$ cat src/rtl/shift_normalizer_if.sv
// ============================================================================
// Module      : shift_normalizer_if
// Description : Start/done handshake and data bus of the iterative normalizer.
//               The master drives start, Dir and In. The slave (the
//               normalizer) returns busy, done, Out, Cnt and zero.
// Ports       : start  - request, sampled only while the slave is not busy
//               Dir    - 0 = normalize left (clz), 1 = normalize right (ctz)
//               In     - operand, sampled together with start
//               busy   - slave is iterating
//               done   - one-cycle pulse; Out/Cnt/zero are valid
//               Out    - normalized value
//               Cnt    - number of single-bit shifts applied
//               zero   - operand was all zeros
// Revision    : 1.0  initial release
// ============================================================================
`default_nettype none

interface shift_normalizer_if #(
   parameter int WIDTH = 16,
   parameter int CW    = 4
);
   logic             start;
   logic             Dir;
   logic [WIDTH-1:0] In;
   logic             busy;
   logic             done;
   logic [WIDTH-1:0] Out;
   logic [CW-1:0]    Cnt;
   logic             zero;

   modport master (
      output start, Dir, In,
      input  busy, done, Out, Cnt, zero
   );

   modport slave (
      input  start, Dir, In,
      output busy, done, Out, Cnt, zero
   );
endinterface

`default_nettype wire

$ cat src/rtl/shift_normalizer.sv
// ============================================================================
// Module      : shift_normalizer
// Description : Iterative normalizer, the inverse of the barrel shifter.
//               Shifts the operand one bit per cycle until the MSB (Dir=0)
//               or the LSB (Dir=1) is set. It reports the normalized value
//               and the shift count. shifter(Out, Cnt, Dir ? 01 : 11)
//               restores the operand.
// Ports       : clk  - clock, rising edge
//               rst  - synchronous active-high reset
//               bus  - shift_normalizer_if.slave handshake/data bus
// Revision    : 1.0  initial release
// ============================================================================
`default_nettype none

module shift_normalizer #(
   parameter int WIDTH = 16,
   parameter int CW    = 4
) (
   input  logic                 clk,
   input  logic                 rst,
   shift_normalizer_if.slave    bus
);

   typedef enum logic [1:0] {
      S_IDLE  = 2'd0,
      S_SHIFT = 2'd1,
      S_DONE  = 2'd2
   } state_t;

   state_t           state_q;
   logic             busy_q;
   logic             done_q;
   logic             zero_q;
   logic             dir_q;
   logic [WIDTH-1:0] out_q;
   logic [CW-1:0]    cnt_q;

   // Bit that ends the iteration, selected by the latched direction.
   logic             target_w;
   assign target_w = dir_q ? out_q[0] : out_q[WIDTH-1];

   always_ff @(posedge clk) begin
      if (rst) begin
         state_q <= S_IDLE;
         busy_q  <= 1'b0;
         done_q  <= 1'b0;
         zero_q  <= 1'b0;
         dir_q   <= 1'b0;
         out_q   <= '0;
         cnt_q   <= '0;
      end else begin
         case (state_q)
            // DONE accepts a new start just like IDLE, so back-to-back
            // operations need no idle gap.
            S_IDLE, S_DONE: begin
               if (bus.start) begin
                  out_q <= bus.In;
                  dir_q <= bus.Dir;
                  cnt_q <= '0;
                  if (bus.In == '0) begin
                     state_q <= S_DONE;
                     busy_q  <= 1'b0;
                     done_q  <= 1'b1;
                     zero_q  <= 1'b1;
                  end else begin
                     state_q <= S_SHIFT;
                     busy_q  <= 1'b1;
                     done_q  <= 1'b0;
                     zero_q  <= 1'b0;
                  end
               end else begin
                  state_q <= S_IDLE;
                  busy_q  <= 1'b0;
                  done_q  <= 1'b0;
               end
            end

            // A nonzero operand reaches its target bit within WIDTH-1
            // shifts, so cnt_q cannot wrap.
            S_SHIFT: begin
               if (target_w) begin
                  state_q <= S_DONE;
                  busy_q  <= 1'b0;
                  done_q  <= 1'b1;
               end else begin
                  out_q <= dir_q ? (out_q >> 1) : (out_q << 1);
                  cnt_q <= cnt_q + CW'(1);
               end
            end

            default: begin
               state_q <= S_IDLE;
               busy_q  <= 1'b0;
               done_q  <= 1'b0;
            end
         endcase
      end
   end

   assign bus.busy = busy_q;
   assign bus.done = done_q;
   assign bus.Out  = out_q;
   assign bus.Cnt  = cnt_q;
   assign bus.zero = zero_q;

endmodule

`default_nettype wire
$ cat src/flat_wrapper.sv
// flat-port wrapper written by rule: the top's interface ports become plain ports
module shift_normalizer_flat 
#(
   parameter int WIDTH = 16,
   parameter int CW    = 4
)
  (clk, rst, bus_start, bus_Dir, bus_In, bus_busy, bus_done, bus_Out, bus_Cnt, bus_zero);
  shift_normalizer_if #(.WIDTH(WIDTH), .CW(CW)) bus_i ();
  input  logic clk;
  input  logic rst;
  input wire logic [$bits(bus_i.start)-1:0] bus_start;
  input wire logic [$bits(bus_i.Dir)-1:0] bus_Dir;
  input wire logic [$bits(bus_i.In)-1:0] bus_In;
  output wire logic [$bits(bus_i.busy)-1:0] bus_busy;
  output wire logic [$bits(bus_i.done)-1:0] bus_done;
  output wire logic [$bits(bus_i.Out)-1:0] bus_Out;
  output wire logic [$bits(bus_i.Cnt)-1:0] bus_Cnt;
  output wire logic [$bits(bus_i.zero)-1:0] bus_zero;
  assign bus_i.start = bus_start;
  assign bus_i.Dir = bus_Dir;
  assign bus_i.In = bus_In;
  assign bus_busy = bus_i.busy;
  assign bus_done = bus_i.done;
  assign bus_Out = bus_i.Out;
  assign bus_Cnt = bus_i.Cnt;
  assign bus_zero = bus_i.zero;
  shift_normalizer #(.WIDTH(WIDTH), .CW(CW)) u_core (.clk(clk), .rst(rst), .bus(bus_i));
endmodule
$ cat config.mk
export PLATFORM = sky130hd
export DESIGN_NAME = shift_normalizer_flat
export DESIGN_NICKNAME = d
export VERILOG_FILES = /design/src/rtl/shift_normalizer_if.sv /design/src/rtl/shift_normalizer.sv /design/src/flat_wrapper.sv
export SDC_FILE = /design/constraint.sdc
export NUM_CORES = 1
export LEC_CHECK = 0
export CAP_MARGIN = 20
export CORE_MARGIN = 5
export CORE_UTILIZATION = 46
export CTS_CLUSTER_SIZE = 12
export DETAILED_ROUTE_END_ITERATION = 10
export PLACE_DENSITY = 0.79
export RECOVER_POWER = 50
export SLEW_MARGIN = 20
export SYNTH_ARGS = -nofsm -noshare
export SYNTH_HDL_FRONTEND = slang
export SYNTH_SLANG_ARGS = --single-unit
$ cat constraint.sdc
create_clock -name clk -period 1.86 [get_ports clk]
set_input_delay 0.279 -clock clk [delete_from_list [all_inputs] [get_ports clk]]
set_output_delay 0.279 -clock clk [all_outputs]
set_load 0.05 [all_outputs]
Yosys cells after proc, flatten, opt, wreduce, memory -nomap -nowiden
Index checks and enable logic that the tools add are counted.

Flip-flop bits (word level): 26. Bits in latches: 0. Memory bits (writable): 0. Bits in read-only memories: 0. Output and inout bits: 23. Word-level logic and storage cells: 39. Memories: 0.

Add/sub/neg operators: 1. Multiply operators: 0. Div/mod/pow operators: 0. $lt $le $gt $ge: 0. Equal/unequal tests: 5. Shift operators: 0. Multiplexer cells: 20. Bitwise operators: 0. Reductions and logical operators: 6.

Operator list (count): $mux 16 (3); $pmux 16 s2 (1); $logic_not 16->1 (1); $mux 4 (2); $pmux 4 s2 (1); $mux 1 (7); $mux 2 (3); $add 4x1->4 const B (1); $ne 2x2->1 const B (2); $pmux 1 s2 (2); $pmux 2 s2 (1); $reduce_and 3->1 (1); $eq 2x1->1 const B (1); $eq 2x2->1 const B (1); $logic_not 2->1 (1); $ne 2x1->1 const B (1); $reduce_and 2->1 (1); $reduce_bool 2->1 (1); $reduce_or 2->1 (1).

Logic depth before layout (Yosys ltp)
Gate-level depths: netlist of the first run.

Depth in word-level cells: 4. Mapped depth: 5.

Worst setup path after synthesis of the first run
No wires, ideal clock.

Path type: register to register. From: reg u_core.state_q[1]. To: reg u_core.cnt_q[3] (netlist: u_core.bus.Cnt[3]). Setup time: 0.086 ns. Arrival: 1.546 ns. Slack: 0.228 ns. Cell stages (with the launch flop): 5. Path buffers: 1. Clock period less this slack: 1.632 ns. Path through: dfxtp_1 -> nand2b_1 -> clkbuf_1 -> or4_1 -> a211oi_1.

Word-level cells in the longest chain between the ends: 4. Elaborated cells on any way between the ends: 9.

Ends and longest elaborated chain: start, declared (line shift_normalizer.sv:30) `state_t state_q;`; start signal, assigned (line shift_normalizer.sv:44) `state_q <= S_IDLE;`; start signal, assigned (line shift_normalizer.sv:61) `state_q <= S_DONE;`; start signal, assigned (line shift_normalizer.sv:66) `state_q <= S_SHIFT;`; $eq 2x2->1 or $logic_not 2->1 (tied branches) (line shift_normalizer.sv:52) `case (state_q)`; $reduce_or 2->1 (line shift_normalizer.sv:52); $ne 2x2->1 (no line) or $reduce_bool 2->1 (tied branches); $reduce_and 3->1 (no line); end signal, assigned (line shift_normalizer.sv:87) `cnt_q <= cnt_q + CW'(1);`; end, declared (line shift_normalizer.sv:36) `logic [CW-1:0] cnt_q;`.

Several ways; a longest one is shown, not always the timed one. A chain may end at the register's enable or synchronous reset.

Final worst setup path of the first run
From: reg u_core.out_q[9] (netlist: u_core.bus.Out[9]). To: out bus_Out[9].

RTL lines: start, declared (line shift_normalizer.sv:35) `logic [WIDTH-1:0] out_q;`; start signal, assigned (line shift_normalizer.sv:57) `out_q <= bus.In;`; start signal, assigned (line shift_normalizer.sv:86) `out_q <= dir_q ? (out_q >> 1) : (out_q << 1);`; end, declared (line flat_wrapper.sv:16) `output wire logic [$bits(bus_i.Out)-1:0] bus_Out;`.

No word-level cell between the ends.

==> summary.txt, run 1 <==
Logic synthesis
  – Post-Syn Nets: between 150 and 200
  – Area leader, netlist: dfxtp_1
  – Commonest cells post-synth: 25 x dfxtp_1, 18 x a211oi_1, 17 x o31ai_1
  – Post-synthesis xor/xnor area fraction: 0%
  – Adder-Cell Fraction of Synth Area: 0.903%
  – Yosys cell types: 29
  – Largest family of logic cells by synthesized area: compound AO/OA/AOI/OAI gates
  – Top post-synthesis cells by area: dfxtp_1 36%, a211oi_1 9.7%, o31ai_1 9.2%, o2111ai_1 8.8%, nor2b_1 7.2%
  – Post-Synth Simple-Gate Area: 16.0%
  – Count leader, synth: dfxtp_1
  – Async SR Flop Fraction: 0%
  – Post-Synthesis Cells: between 150 and 200
  – Number of synthesized register bits: 25
  – Most used DFF post-synth: dfxtp_1
  – Post-synthesis mux area share: between 2 and 3%
  – Yosys warns: 0
  – Mapped Area: ~1400 um2
  – Post-synthesis sequential area ratio: 36.1%
  – Post-synth EDFFs: 0
  – Post-synthesis compound-gate area fraction: 38.7%
  – Post-synthesis average cell area: just under 9 um2
  – Synth top area share: 36.1%

Route
  – Routed WL: around 4300 um
  – Via/cell ratio: 6.45
  – Antenna-violating nets left: 0
  – Iteration-0 DRC Markers: around 120
  – 1st-pass router iterations: 4
  – Residual DRC count: 0
  – Avg WL per Cell: 18.3 um
  – Via count: roughly 1500

STA
  – Fmax: between 0.5 and 0.6 GHz
  – Slew @ Worst Pin: 0.611 ns
  – Clock Skew: about 0.0033 ns
  – RSZ-0062 raised after global routing: no
  – Max_slew headroom: 59.4%
  – Minimum clock period: around 1.8 ns
  – Final Max Slew Viols: 0
  – # setup viols final: 0
  – Setup TNS: 0 ns
  – Tcrit/Tclk final: a little over nine tenths
  – Fin. Hold Viols: 0

Final layout
  – Fraction of layout cells with a size suffix above 1: approximately 9.0%
  – Area grow syn2layout: 28.5%
  – Finished Layout Cells: around 230
  – Fin nets: 222
  – # diodes: 0
  – Fillers: between 200 and 300
  – Register Area: 500 um2
  – Post-route cell area: 1780 um2
  – Multi-input gate area: between 800 and 900 um2

Global routing
  – Initial antenna violation count: 0
  – Largest net degree at the start of global routing: 36
  – Vias in the first global route: 1463
  – Grt ovf: 0
  – GRT Total Usage: 20.8%
  – Global-route wire length before repair: 7020 um

Floorplan
  – Die H: around 65 um
  – Core Area: 2980 um2
  – Die X: ~65 um
  – Initial Util: between 40% and 50%
  – FP Rows: 20
  – IO Count: 43
  – Die footprint: around 4200 um2

Setup path
  – Reg2reg start: u_core.dir_q$_SDFFE_PP0P_
  – Worst Setup EP: bus_Out[9]
  – CP cell instances: clkdlybuf4s50_1
  – CP top delay family: buffers and inverters
  – Reg2reg end: u_core.bus.Out[5]$_SDFFE_PP0P_
  – Worst Path Required: between 1.5 and 2 ns
  – FF-to-FF path depth: 5
  – Maximum fanout along the worst path: 4
  – Worst path depth: 1
  – CP arrival: approximately 1.5 ns
  – CP Buf/Inv Count: 1
  – CP max-delay cell: clkdlybuf4s50_1
  – Worst setup EP type: primary output
  – Crit path from: u_core.bus.Out[9]$_SDFFE_PP0P_
  – Type of the worst setup path: reg -> out
  – Type of origin of the critical path: flip-flop
  – Reg-to-reg slack, setup: ~0.070 ns
  – Worst stage delay on the critical path: ~0.82 ns

Pwr
  – Pwr Density: between 900 and 1000 nW/um2
  – Leakage power: roughly 0.6 nW
  – Design Power: about 1.6 mW
  – Max VDD drop: roughly 0.00063 V

Clock tree
  – Clock-pin slew on the worst setup and hold paths: roughly 0.15 ns
  – Clock sinks: 25
  – CTS Hold Buffers Added: 0
  – Root Buffer: clkbuf_4
  – Clock Latency Late Sink: 0.33 ns
  – CTS tree: done
  – H-tree levels: 1
  – CTS buffer count: 3
  – Clk buf depth: 2

Placed design
  – RePlAce Congestion: slightly below 0.9
  – DP Area: approximately 1900 um2
  – Post-DP HPWL: 2970 um
  – Placed insts: approximately 230
  – Port-buffer cells: 42

Job
  – MaxCap Viol Count: 0

Min path
  – Hold Path Class: in -> reg

Status
  – Status: completed
-- power by group --
part	total [mW]	internal [mW]	leakage [nW]	switching (mW)
combinational	0.683	0.210	0.382	0.473
clock	0.265	0.0824	0.0139	0.183
sequential	0.670	0.602	0.205	0.0687
-- registers in the layout, summed over array words and instances, names as in the netlist --
register and count:
u_core.bus.Out 16, u_core.bus.zero 1, u_core.bus.busy 1, u_core.bus.Cnt 4, u_core.state_q 2, u_core.dir_q 1
-- kinds of logic after synthesis --
| kind of cell | after synthesis |
|---|---|
| flops | 25 |
| fa+ha+maj | 1 |
| simple gates | 38 |
| buf+inv | 19 |
| compound gates | 74 |
| mux | 3 |
-- routing by layer --
| layer | track usage [%] | share of wire (%) | vias up |
|---|---|---|---|
| li1 | - | - | 720 |
| met1 | 28.1 | 45 | 719 |
| met2 | 33.3 | 49 | 60 |
| met3 | 3.81 | 5.9 | 4 |
| met4 | 6.86 | 0.54 | 0 |
| met5 | 0 | 0 | - |
-- through the flow --
step	setup slack, ns	util [%]	hold WS [ns]
2_1_floorplan	0.228	-	0.415
3_3_place_gp	0.145	62.4	0.464
3_5_place_dp	0.130	62.4	0.479
4_1_cts	0.00135	63.2	0.486
5_1_grt	0.00395	59.8	0.482
6_report	0.0385	59.8	0.477
-- worst min path at each step --
stage                                         from                              to  depth (start not counted)
finish                                     bus_Dir       u_core.dir_q$_SDFFE_PP0P_                          3
global route                               bus_Dir       u_core.dir_q$_SDFFE_PP0P_                          3
CTS                                        bus_Dir       u_core.dir_q$_SDFFE_PP0P_                          3
detailed placement  u_core.bus.Cnt[3]$_SDFFE_PP0P_  u_core.bus.Cnt[3]$_SDFFE_PP0P_                          2
global placement    u_core.bus.Cnt[3]$_SDFFE_PP0P_  u_core.bus.Cnt[3]$_SDFFE_PP0P_                          2
floorplan                                  bus_Dir       u_core.dir_q$_SDFFE_PP0P_                          2
-- cell type report --
type	count	share of cell area, %
multi-input cells	116	45.2
flip-flops and latches	25	28.1
repair buffers	54	22.5
well taps	33	2.32
clock buffers	3	1.26
clock inverters	1	0.421
inverters	1	0.211
-- cell usage in the layout, fill, tap and decap left out, drive strengths merged --
cell           count
dfxtp             25
clkdlybuf4s50     22
clkbuf            21
a211oi            18
o31ai             17
nor2b             16
o21ai             15
o2111ai           14
buf               10
nand3              7
nor4               4
a21oi              4
nand2              3
dlygate4sd2        3
mux2i              2
nand2b             2
nor2               2
inv                1
mux2               1
nand4              1
nor4bb             1
or4                1
a311oi             1
or3                1
o211ai             1
a2111oi            1
a31o               1
a22o               1
a32o               1
ha                 1
clkinvlp           1
dlygate4sd3        1
-- repair_timing --
action | in CTS | in global routing
endpoints found under the setup margin | 3 | 14
gates resized for setup | 3 | 14
buffers inserted | 0 | 0
Power figures use the tool's default switching activity.
==> run 2, diff against run 1 <==
PLACE_DENSITY = default   (was 0.79)
PLACE_DENSITY_LB_ADDON = 0.08   (was default)
==> run 2 against run 1 <==
Clock power fell by 3%. Global-route usage down 0.56 points. Count of clock-buffer cells in the layout did not move. Critical path depth is the same. Clock skew grew 0.0031 ns. Non-clock buffer count increased by 1. Wire length down 3.3%. Core utilization increased by 4.1 points. Sequential power about the same. Final cell count is 0.43% higher.
==> summary.txt, run 2 (synthesis results as in run 1) <==
Status
  – Status: completed

Final layout
  – Fraction of layout cells with a size suffix above 1: 8.46% (-0.54 points)
  – # diodes: 0 (unchanged)
  – Most frequent cells in the layout: 25 x dfxtp_1, 22 x clkdlybuf4s50_1, 18 x a211oi_1, 17 x o31ai_1, 16 x nor2b_1
  – Multi-input gate area: 802 um2 (-0.47%)
  – Commonest non-fill, non-tap cell in the layout: dfxtp_1
  – Register Area: 500 um2 (unchanged)
  – Fillers: 274 (-1.4%)
  – Fin nets: 223 (+0.45%)
  – Max FFs per register: 16 (unchanged)
  – Finished Layout Cells: 234 (+0.43%)
  – Area grow syn2layout: 37.4%

Setup path
  – Maximum fanout along the worst path: 4 (unchanged)
  – Worst Path Required: 1.58 ns (about the same)
  – CP arrival: 1.54 ns (about the same)
  – CP max-delay cell: clkdlybuf4s50_1
  – CP Buf/Inv Count: 1 (unchanged)
  – FF-to-FF path depth: 4 (-1)
  – Worst setup EP type: primary output
  – CP cell instances: clkdlybuf4s50_1
  – CP top delay family: buffers and inverters
  – Reg-to-reg slack, setup: 0.19 ns (+0.12 ns)
  – Type of the worst setup path: reg -> out
  – Reg2reg start: u_core.dir_q$_SDFFE_PP0P_
  – Type of origin of the critical path: flip-flop
  – Reg2reg end: u_core.bus.Out[0]$_SDFFE_PP0P_
  – Worst stage delay on the critical path: 0.82 ns (about the same)

Job
  – MaxCap Viol Count: 0 (unchanged)

Global routing
  – Global-route wire length before repair: 6910 um (-1.5%)
  – Largest net degree at the start of global routing: 33 (-8.3%)
  – Initial antenna violation count: 0 (unchanged)
  – GRT Total Usage: 20.3% (-0.56 points)
  – Vias in the first global route: 1509 (+3.1%)
  – Grt ovf: 0 (unchanged)

Floorplan
  – Die X: 64.9 um (unchanged)
  – Die H: 64.9 um (unchanged)
  – Die footprint: 4210 um2 (unchanged)
  – Core Area: 2980 um2 (unchanged)
  – Initial Util: 46.6% (unchanged)
  – IO Count: 43 (unchanged)
  – FP Rows: 20 (unchanged)

Clock tree
  – H-tree levels: 1 (unchanged)
  – Clock Latency Late Sink: 0.33 ns (about the same)
  – Clk buf depth: 2 (unchanged)
  – Root Buffer: clkbuf_4
  – Postcts setup bufs: 0 (unchanged)
  – Clock sinks: 25 (unchanged)
  – CTS tree: done
  – Clock-pin slew on the worst setup and hold paths: 0.15 ns (about the same)
  – CTS buffer count: 3 (unchanged)

STA
  – RSZ-0062 raised after global routing: no
  – Minimum clock period: 1.82 ns (-0.00606 ns)
  – Clock Skew: 0.00643 ns (+0.00312 ns)
  – # setup viols final: 0 (unchanged)
  – Final setup margin: 0.0446 ns (+0.00606 ns)
  – Fmax: 0.551 GHz (+0.33%)
  – Max_slew headroom: 60.1% (+0.72 points)
  – Final Max Slew Viols: 0 (unchanged)
  – Fin. Hold Viols: 0 (unchanged)
  – Slew @ Worst Pin: 0.601 ns (-0.0108 ns)
  – Tcrit/Tclk final: 97.6% (-0.33 points)
  – Setup TNS: 0 ns (unchanged)

Route
  – Residual DRC count: 0 (unchanged)
  – Iteration-0 DRC Markers: 58 (-50%)
  – Avg WL per Cell: 17.6 um (-3.7%)
  – Via/cell ratio: 6.47 (+0.30%)
  – Antenna-violating nets left: 0 (unchanged)
  – Via count: 1514 (+0.73%)
  – 1st-pass router iterations: 4 (unchanged)
  – Routed WL: 4130 um (-3.3%)

Pwr
  – Pwr Density: 863 nW/um2 (-5.1%)
  – Max VDD drop: 0.000403 V (-36%)
  – Design Power: 1.64 mW (+1.5%)
  – Leakage power: 0.858 nW (+43%)

Placed design
  – Post-DP HPWL: 2860 um (-3.7%)
  – RePlAce Congestion: 0.837 (-5.7%)
  – Port-buffer cells: 42 (unchanged)
  – Pre-CTS setup slack: 0.116 ns (-0.0146 ns)
  – Placed insts: 230 (+0.44%)

Min path
  – Hold Path Cell Cnt: 2 (-1)
  – Hold Path Class: reg -> reg
  – Worst Hold End: u_core.bus.zero$_SDFFE_PP0P_
  – HP Start: u_core.bus.zero$_SDFFE_PP0P_
run 2: area by class of cell:
type                            count  area share (%)
Clock buffer                        3            1.18
Clock inverter                      1           0.263
Inverter                            1           0.197
Multi-Input combinational cell    116            42.1
Sequential cell                    25            26.3
Tap cell                           33            2.17
Timing Repair Buffer               55            27.8
run 2: per-stage QoR:
| step | hold WS (ns) | area, um2 | util [%] |
|---|---|---|---|
| 3_5_place_dp | 0.473 | 1870 | 62.9 |
| 3_3_place_gp | 0.465 | 1870 | 62.9 |
| 4_1_cts | 0.492 | 1900 | 63.8 |
| 5_1_grt | 0.514 | 1900 | 63.9 |
| 6_report | 0.486 | 1900 | 63.9 |
| 2_1_floorplan | 0.415 | 1390 | - |
run 2: how the worst max path moves through the flow:
stage | start | endpoint | slack [ns] | depth (start not counted)
final | u_core.bus.Out[4]$_SDFFE_PP0P_ | bus_Out[4] | 0.04 | 1
after global routing | u_core.bus.Out[4]$_SDFFE_PP0P_ | bus_Out[4] | 0.0001 | 1
after CTS | u_core.bus.Cnt[1]$_SDFFE_PP0P_ | bus_Cnt[1] | 0.005 | 1
after detailed placement | bus_In[6] | u_core.bus.busy$_SDFFE_PP0P_ | 0.12 | 5
after global placement | bus_In[14] | u_core.bus.busy$_SDFFE_PP0P_ | 0.14 | 4
after floorplan | u_core.state_q[1]$_SDFFE_PP0P_ | u_core.bus.Cnt[3]$_SDFFE_PP0P_ | 0.23 | 4
run 2: power by group:
group	leakage, nW	internal, mW	switching [mW]
logic	0.634	0.250	0.468
clock network	0.0177	0.0807	0.176
registers	0.205	0.602	0.0665
run 2: timing repair:
item	CTS	global route
hold buffers	0	0
resized for setup	1	15
pin swaps	0	0
gates cloned	0	0
endpoints found under the setup margin	1	15
run 2: per-layer routing:
| layer | global-route usage [%] | wire length, um | share of wire (%) | up-vias |
|---|---|---|---|---|
| li1 | - | - | - | 728 |
| met1 | 25.7 | 1820 | 44 | 732 |
| met2 | 34.7 | 2050 | 50 | 49 |
| met3 | 3.12 | 208 | 5.0 | 5 |
| met4 | 6.86 | 43 | 1.0 | 0 |
| met5 | 0 | 0 | 0 | - |
==> run 3, diff against run 2 <==
CORE_MARGIN = default   (was 5)
==> run 3 against run 2 <==
The flow now finishes with violations (DRC). Sequential power increased by 0.6%. Global-route usage increased by 7.1 points. Setup slack got worse by 0.0043 ns. Count of clock-buffer cells in the layout increased by 1. First-iteration DRC count increased by 38%. Core utilization increased by 1.7 points. Register-to-register slack improved by 0.06 ns. Power decreased by 0.44%. Via count increased by 0.46%. Hold slack improved by 0.0017 ns. Critical endpoint is now bus_Out[8].
==> summary.txt, run 3 (synthesis results as in run 1) <==
Floorplan
  – Core Area: 2810 um2 (-5.8%)
  – FP Rows: 19 (-5.0%)
  – Die H: 56.9 um (-12%)
  – Initial Util: 49.4% (+2.9 points)
  – IO Count: 43 (unchanged)
  – Die X: 56.9 um (-12%)
  – Die footprint: 3240 um2 (-23%)

Global routing
  – Grt ovf: 0 (unchanged)
  – GRT Total Usage: 27.4% (+7.1 points)
  – Initial antenna violation count: 0 (unchanged)
  – Vias in the first global route: 1422 (-5.8%)
  – Global-route wire length before repair: 6920 um (+0.10%)
  – Largest net degree at the start of global routing: 36 (+9.1%)

Route
  – Avg WL per Cell: 18.4 um (+4.2%)
  – Iteration-0 DRC Markers: 80 (+38%)
  – Via count: 1521 (+0.46%)
  – Antenna-violating nets left: 0 (unchanged)
  – 1st-pass router iterations: 7 (+3)
  – Routed WL: 4230 um (+2.4%)
  – Via/cell ratio: 6.61 (+2.2%)
  – Residual DRC count: 6 (+6)

Setup path
  – Reg-to-reg slack, setup: 0.25 ns (+0.06 ns)
  – Type of origin of the critical path: flip-flop
  – CP arrival: 1.54 ns (about the same)
  – FF-to-FF path depth: 4 (unchanged)
  – CP Buf/Inv Count: 1 (unchanged)
  – Reg2reg start: u_core.dir_q$_SDFFE_PP0P_
  – Worst setup EP type: primary output
  – Reg2reg end: u_core.bus.Cnt[0]$_SDFFE_PP0P_
  – CP top delay family: buffers and inverters
  – Type of the worst setup path: reg -> out
  – Worst Path Required: 1.58 ns (about the same)
  – Maximum fanout along the worst path: 4 (unchanged)
  – Worst stage delay on the critical path: 0.81 ns (about the same)
  – CP cell instances: clkdlybuf4s50_1
  – CP max-delay cell: clkdlybuf4s50_1

Min path
  – Worst Hold End: u_core.dir_q$_SDFFE_PP0P_
  – HP Start: bus_Dir
  – Hold Path Cell Cnt: 3 (+1)
  – Hold Path Class: in -> reg

Final layout
  – Fraction of layout cells with a size suffix above 1: 7.04% (-1.4 points)
  – Multi-input gate area: 802 um2 (unchanged)
  – # diodes: 0 (unchanged)
  – Commonest non-fill, non-tap cell in the layout: dfxtp_1
  – Most frequent cells in the layout: 25 x dfxtp_1, 22 x clkdlybuf4s50_1, 18 x a211oi_1, 17 x o31ai_1, 16 x nor2b_1
  – Area grow syn2layout: 32.9%
  – Fin nets: 221 (-0.90%)
  – Fillers: 267 (-2.6%)
  – Register Area: 500 um2 (unchanged)
  – Post-route cell area: 1840 um2 (-3.3%)
  – Max FFs per register: 16 (unchanged)

STA
  – Fmax: 0.550 GHz (-0.24%)
  – Minimum clock period: 1.82 ns (+0.00434 ns)
  – RSZ-0062 raised after global routing: no
  – Setup TNS: 0 ns (unchanged)
  – Tcrit/Tclk final: 97.8% (+0.23 points)
  – Final Max Slew Viols: 0 (unchanged)
  – Slew @ Worst Pin: 0.599 ns (-0.00179 ns)
  – # setup viols final: 0 (unchanged)
  – Clock Skew: 0.00391 ns (-0.00252 ns)
  – Max_slew headroom: 60.3% (+0.12 points)
  – Fin. Hold Viols: 0 (unchanged)

Pwr
  – Pwr Density: 888 nW/um2 (+2.9%)
  – Design internal power: 0.915 mW (-1.8%)
  – Sequential power share: 41.1% (+0.4 points)
  – Switching Fraction: 44.0% (+0.79 points)
  – Max VDD drop: 0.000531 V (+32%)
  – Leakage power: 0.734 nW (-14%)
  – Power share of the clock group: 16.2% (+0.5 points)
  – Comb power frac: 42.7% (-1.0 points)
  – Net Sw Power: 0.720 mW (+1.4%)

Placed design
  – DP Area: 1860 um2 (-0.93%)
  – RePlAce Congestion: 0.917 (+9.5%)
  – Post-DP HPWL: 2770 um (-3.2%)
  – Port-buffer cells: 42 (unchanged)

Job
  – MaxCap Viol Count: 0 (unchanged)

Clock tree
  – CTS tree: done
  – Clk buf depth: 2 (unchanged)
  – Root Buffer: clkbuf_4
  – CTS Hold Buffers Added: 0 (unchanged)
  – Clock sinks: 25 (unchanged)
  – Clock Latency Late Sink: 0.34 ns (about the same)
  – H-tree levels: 1 (unchanged)
  – CTS buffer count: 3 (unchanged)
  – Clock-pin slew on the worst setup and hold paths: 0.15 ns (about the same)
  – Postcts setup bufs: 0 (unchanged)

Status
  – Failing checks: DRC
  – Status: finished, violations left
run 3: cell types whose count changed in the layout (fill, tap and decap cells not counted), sizes merged:
cell / delta
clkinv: -1
dlymetal6s2s: -7
dlygate4sd2: +3
clkbuf: +4
buf: -1
run 3: power groups by stage:
stage | registers [mW] | logic, mW | clock network [mW]
3_5_place_dp | 0.684 | 0.738 | 0
3_3_place_gp | 0.681 | 0.725 | 0
5_1_grt | 0.684 | 0.743 | 0.277
4_1_cts | 0.673 | 0.733 | 0.262
2_1_floorplan | 0.877 | 0.274 | 0
6_report | 0.672 | 0.698 | 0.265
run 3: what timing repair did:
action                                  in CTS  in global routing
endpoints found under the setup margin       4                 12
gates cloned                                 0                  0
gates resized for setup                      4                 12
run 3: cell type report:
class                      count  area share [%]
multi-input combinational    116            43.5
sequential                    25            27.2
timing repair buffer          53            25.5
tap                           31            2.11
clock buffer                   4            1.43
inverter                       1           0.204
run 3: how the worst max path moves through the flow:
| stage | cells after the start | slack (ns) | end | start |
|---|---|---|---|---|
| after global routing | 1 | 0.005 | bus_Out[8] | u_core.bus.Out[8]$_SDFFE_PP0P_ |
| after CTS | 1 | 0.01 | bus_done | u_core.state_q[1]$_SDFFE_PP0P_ |
| final | 1 | 0.04 | bus_Out[8] | u_core.bus.Out[8]$_SDFFE_PP0P_ |
| after floorplan | 4 | 0.23 | u_core.bus.Cnt[3]$_SDFFE_PP0P_ | u_core.state_q[1]$_SDFFE_PP0P_ |
| after global placement | 4 | 0.11 | u_core.bus.busy$_SDFFE_PP0P_ | bus_In[6] |
| after detailed placement | 4 | 0.11 | u_core.bus.busy$_SDFFE_PP0P_ | bus_In[6] |
run 3: metal layers:
layer | vias up | global-route usage (%) | share of wire [%]
li1 | 714 | - | -
met1 | 745 | 37.8 | 46
met2 | 56 | 42.7 | 46
met3 | 6 | 3.69 | 7.0
met4 | 0 | 11.5 | 1.2
met5 | - | 0 | 0
run 3: stage by stage:
step	util (%)	hold WS [ns]	worst slack [ns]	total power, mW	cells
floorplan	-	0.415	0.228	1.15	160
global placement	66.2	0.469	0.108	1.41	226
detailed placement	66.2	0.476	0.111	1.42	226
CTS	66.9	0.494	0.0107	1.67	230
global route	65.7	0.513	0.00486	1.70	230
finish	65.7	0.488	0.0402	1.64	230
==> variant 1 (settings of run 2) <==
`WIDTH` is set to 16 in 3 places; all go to 18.
--- a/src/rtl/shift_normalizer_if.sv
+++ b/src/rtl/shift_normalizer_if.sv
@@ -17,5 +17,5 @@
 
 interface shift_normalizer_if #(
-   parameter int WIDTH = 16,
+   parameter int WIDTH = 18,
    parameter int CW    = 4
 );
--- a/src/rtl/shift_normalizer.sv
+++ b/src/rtl/shift_normalizer.sv
@@ -14,5 +14,5 @@
 
 module shift_normalizer #(
-   parameter int WIDTH = 16,
+   parameter int WIDTH = 18,
    parameter int CW    = 4
 ) (
--- a/src/flat_wrapper.sv
+++ b/src/flat_wrapper.sv
@@ -2,5 +2,5 @@
 module shift_normalizer_flat 
 #(
-   parameter int WIDTH = 16,
+   parameter int WIDTH = 18,
    parameter int CW    = 4
 )
Ports: changed (resized bus_In and bus_Out); port bits go from 43 to 47. No check against the original RTL was run, so the function may have changed too.
==> variant 1 against run 2 <==
Sequential cell count grew 2; design area rose by 5.9%; routed wire length up 15%; worst hold slack worse by 0.017 ns; total power shrank 2.6%; count of clock-buffer cells in the layout did not move; worst setup slack gained 0.020 ns; sequential share of layout area is 0.52 points higher; cell count rose by 14%; combinational power fell by 14%; area after synthesis grew 11%; highest routed layer unchanged.
==> variant 1: results (changes against run 2) <==
Cells and area
  – Fill cell total of the finished layout: 333 (+22%)
  – Fraction of layout instances using a drive strength above 1: 0.109 (+0.0240)
  – Number of nets in the layout: 245 (+9.9%)

Status
  – Status: finished clean

GRT
  – M1 GR Usage: 0.303 (+0.0462)
  – M3 GR Usage: 0.0230 (-0.00821)
  – Wire length of the first global-routing pass: 7.80 mm (+13%)
  – Global-route met2 utilization: 0.360 (+0.0124)

Setup path
  – CP Data Arrival Time: 1.52 ns (-0.02 ns)
  – Setup slack on the worst flop-to-flop path: 0.14 ns (-0.05 ns)
  – Crit-path max FO: 2 (-2)

Logic synthesis
  – Compound-Gate Fraction of Synth Area: 0.390 (+0.00310)
  – Adder-cell area share of the yosys netlist: 0.00810 (-0.000928)
  – Mean area per synthesized cell: 8.78 um2 (+1.3%)
  – Syn Nets: 199 (+9.9%)
  – Cell types with the highest counts after synthesis: sky130_fd_sc_hd__dfxtp_1, sky130_fd_sc_hd__a211oi_1, sky130_fd_sc_hd__nor2b_1, sky130_fd_sc_hd__o31ai_1, sky130_fd_sc_hd__o21ai_0
  – Ranking of synthesized cells by area: sky130_fd_sc_hd__dfxtp_1, sky130_fd_sc_hd__a211oi_1, sky130_fd_sc_hd__o2111ai_1
  – Portion of netlist area occupied by mux cells: 0.0308 (+0.00550)

Detailed routing
  – Detail Route met3 WL: 258 um (+24%)
  – Routed via count: 1,685 (+11%)
  – Final routed wirelength across all metal layers: 4.75 mm (+15%)
  – DRC violation total after the first TritonRoute iteration: 120 (+110%)
  – Met2 wire length: 2.27 mm (+11%)
  – DR vias/cell: 6.31 (-2.5%)

Power
  – Total leakage power: 0.697 nW (-19%)
  – Maximum VDD drop: 341 uV (-15%)

Timing
  – Final-layout worst hold slack: 0.469 ns (-0.0169 ns)
  – Worst slew margin relative to its limit: 0.399 (-0.202)

Placement
  – Total placed cells including tap cells: 263 (+14%)
  – Setup WS pre-CTS: -0.0371 ns (-0.153 ns)
  – Detailed Place HPWL: 3.39 mm (+18%)

Min path
  – Class of the tightest hold or removal check: input pin to flop
variant 1: cell count changes in the layout (fill, tap and decap cells not counted), sizes merged, moves of 3 or more:
cell,run 2,this run
dlymetal6s2s,14,0
clkbuf,10,20
dlygate4sd2,1,9
nor4,4,0
or4,1,5
nor3,0,3
variant 1: per-stage QoR:
step | util | area [um2] | power [mW]
2_1_floorplan | - | 1550 | 1.13
3_3_place_gp | 0.633 | 2080 | 1.37
3_5_place_dp | 0.633 | 2080 | 1.38
4_1_cts | 0.639 | 2100 | 1.64
5_1_grt | 0.614 | 2020 | 1.68
6_report | 0.614 | 2020 | 1.60
variant 1: worst paths after layout:
kind,to,cells after the start,startpoint
worst max-delay path,bus_zero,1,u_core.bus.zero
worst min-delay path,u_core.dir_q,3,bus_Dir
worst max register to register,u_core.bus.Cnt[3],3,u_core.dir_q
worst min register to register,u_core.bus.Cnt[3],2,u_core.bus.Cnt[3]
variant 1: power breakdown:
part	internal, mW	leakage, nW	switching [mW]	total (mW)
Combinational	0.199	0.461	0.415	0.614
Clock	0.0825	0.0139	0.195	0.277
Sequential	0.637	0.222	0.0703	0.708
Total	0.919	0.697	0.680	1.60
variant 1: cell families (layout without fill, tap and decap cells):
family	count (synthesis)	after routing
flip-flops	27	27
buffers and inverters	20	65
adder cells (fa/ha/maj)	1	1
AND/OR/NAND/NOR	42	42
AO/OA/AOI/OAI	83	83
multiplexers	3	3
variant 1: final cells by class:
cell class	count	area (um2)	share of cell area
clock inverters	1	7.51	0.00372
well taps	46	57.6	0.0285
multi-input cells	129	917	0.455
flip-flops and latches	27	541	0.268
inverters	1	3.75	0.00186
clock buffers	3	22.5	0.0112
repair buffers	60	468	0.232
variant 1: timing repair:
item,in CTS,in global routing
endpoints found under the setup margin,9,8
buffers inserted,0,0
gates resized for setup,9,8
cloned,0,0
==> variant 2 (config.mk and constraints of run 2) <==
Made on the original files. Make the reset (`rst`) asynchronous in one clocked block. Comments in the files are not updated.
--- a/src/rtl/shift_normalizer.sv
+++ b/src/rtl/shift_normalizer.sv
@@ -40,5 +40,5 @@
    assign target_w = dir_q ? out_q[0] : out_q[WIDTH-1];
 
-   always_ff @(posedge clk) begin
+   always_ff @(posedge clk or posedge rst) begin
       if (rst) begin
          state_q <= S_IDLE;
Behaviour: differs if rst is asserted again (counterexample within 4 cycles, from zero or initial values and one cycle with rst high); with rst held inactive, the same outputs for 10 cycles.
==> variant 2 against run 2 <==
Utilization decreased by 2.1 points; die area stayed put; design area fell by 3.3%; sequential cell count is the same; routed wire length decreased by 12%; area after synthesis is the same; worst setup slack gained 0.016 ns; critical endpoint is now bus_Out[14].
Power is not compared: it rests on default switching activity, and its combinational part moved more than twofold at a synthesized area within 25%.
==> variant 2: results (changes against run 2) <==
Status
  – Status: finished clean

Setup path
  – Depth of the worst register-to-register path: 3 (-1)
  – Master of the slowest instance on the critical path: sky130_fd_sc_hd__clkdlybuf4s50_1
  – Cell type group with the largest total delay on the critical path: buffers and inverters
  – CP Data Arrival Time: 1.52 ns (-0.02 ns)
  – Timing startpoint of the critical path: u_core.bus.Out[14]
  – Worst reg2reg path startpoint: u_core.dir_q
  – Endpoint of the worst-slack reg-to-reg timing path: u_core.bus.Cnt[3]
  – Setup slack on the worst flop-to-flop path: 0.25 ns (+0.06 ns)
  – Crit-path max FO: 3 (-1)
  – Delay of the slowest cell on the worst path: 0.81 ns

Timing
  – Final slew viol count: 0 (unchanged)
  – Transition time at the pin with the least slew margin: 1.39 ns (+0.794 ns)
  – Final-layout worst hold slack: 0.466 ns (-0.0208 ns)
  – Clock tree skew after final layout: 0.00166 ns (-0.00478 ns)

Cells and area
  – Count of antenna diodes in the layout: 0 (unchanged)
  – Fraction of layout instances using a drive strength above 1: 0.161 (+0.0763)
  – Count of non-filler cells in the finished layout: 207 (-12%)
  – Number of nets in the layout: 196 (-12%)

Logic synthesis
  – Total of warnings raised by yosys: 0 (unchanged)
  – Synth cell types: 29 (unchanged)
  – Part of the Yosys area used for sequential elements: 0.451 (+0.0903)
  – Gate count of the mapped netlist: 127 (-21%)
  – Cell types with the highest counts after synthesis: sky130_fd_sc_hd__dfrtp_1, sky130_fd_sc_hd__nand2_1, sky130_fd_sc_hd__mux2i_1
  – Most instantiated flip-flop cell in the synthesis netlist: sky130_fd_sc_hd__dfrtp_1
  – Ranking of synthesized cells by area: sky130_fd_sc_hd__dfrtp_1, sky130_fd_sc_hd__mux2i_1, sky130_fd_sc_hd__o221ai_2
  – Syn Nets: 148 (-18%)
  – Async set-reset flop share out of synthesis: 1.00 (+1.00)

Detailed routing
  – Router iterations before antenna repair: 4 (unchanged)
  – Routed via count: 1,192 (-21%)
  – Final routed wirelength across all metal layers: 3.62 mm (-12%)
  – DRC violation total after the first TritonRoute iteration: 55 (-5.2%)

GRT
  – Largest net degree at the start of global routing: 26 (-21%)
  – GRT Util Overall: 0.185 (-0.0173)
  – Wire length of the first global-routing pass: 6.08 mm (-12%)
  – Number of global-route vias before repair: 1,230 (-18%)

Power
  – Maximum VDD drop: ~880 uV

Clock network
  – Clock Root Buffer: sky130_fd_sc_hd__clkbuf_4
  – CTS Buffer Depth: 2 (unchanged)
  – TritonCTS buffer count: 3 (unchanged)
  – Clock slew at reported path FFs: 0.14 ns

Placement
  – Routability congestion estimate: 0.802 (-4.1%)
  – Detailed Place HPWL: 2.72 mm (-5.0%)

Min path
  – Launch point of the worst hold path: bus_Dir
  – Terminating pin of the worst hold path: u_core.dir_q
  – Class of the tightest hold or removal check: input pin to flop
  – Cell depth of the worst min-delay path: 3 (+1)
[variant 2: logic make-up (layout without fill, tap and decap cells)]
group | count (synthesis) | in the layout | share of synthesized area
fa+ha+maj | 1 | 1 | 0.00902
simple gates | 36 | 36 | 0.123
mux | 17 | 17 | 0.133
flops | 25 | 25 | 0.451
buf+inv | 22 | 69 | 0.0776
compound gates | 26 | 26 | 0.207
[variant 2: routing by layer]
layer | global-route usage | wire, um | up-vias
met2 | 0.304 | 1800 | 35
met5 | 0 | 0 | -
met1 | 0.243 | 1580 | 596
met3 | 0.0416 | 196 | 6
met4 | 0.0554 | 42 | 0
li1 | - | - | 555
[variant 2: worst max path at each step]
stage	to	slack, ns
after global placement	u_core.bus.busy	0.15
after CTS	bus_Out[6]	0.002
final	bus_Out[14]	0.06
after detailed placement	u_core.bus.busy	0.16
after global routing	bus_Out[14]	0.0009
after floorplan	u_core.bus.Out[14]	0.25
[variant 2: timing repair]
item,in CTS,in global routing
hold endpoints to repair,0,0
pin swaps,0,0
gates resized for setup,1,10
setup endpoints to repair,1,10
[variant 2: cell type report]
type | count | area (um2)
Fill cell | 271 | 1140
Multi-Input combinational cell | 80 | 653
Sequential cell | 25 | 626
Timing Repair Buffer | 51 | 443
Inverter | 14 | 52.6
Tap cell | 33 | 41.3
Clock buffer | 4 | 26.3
[variant 2: per-stage QoR]
stage               worst slack [ns]   util  power [mW]  cell area, um2
floorplan                      0.246      -        2.85            1390
global placement               0.148  0.616        3.53            1830
detailed placement             0.160  0.616        3.57            1830
CTS                          0.00160  0.624        3.82            1860
global route                0.000935  0.618        3.94            1840
finish                        0.0605  0.618        3.70            1840
[variant 2: report_power, final]
part           switching (mW)  total [mW]  internal (mW)
logic                    1.54        2.39          0.843
registers               0.281        1.06          0.782
clock network           0.170       0.254         0.0840
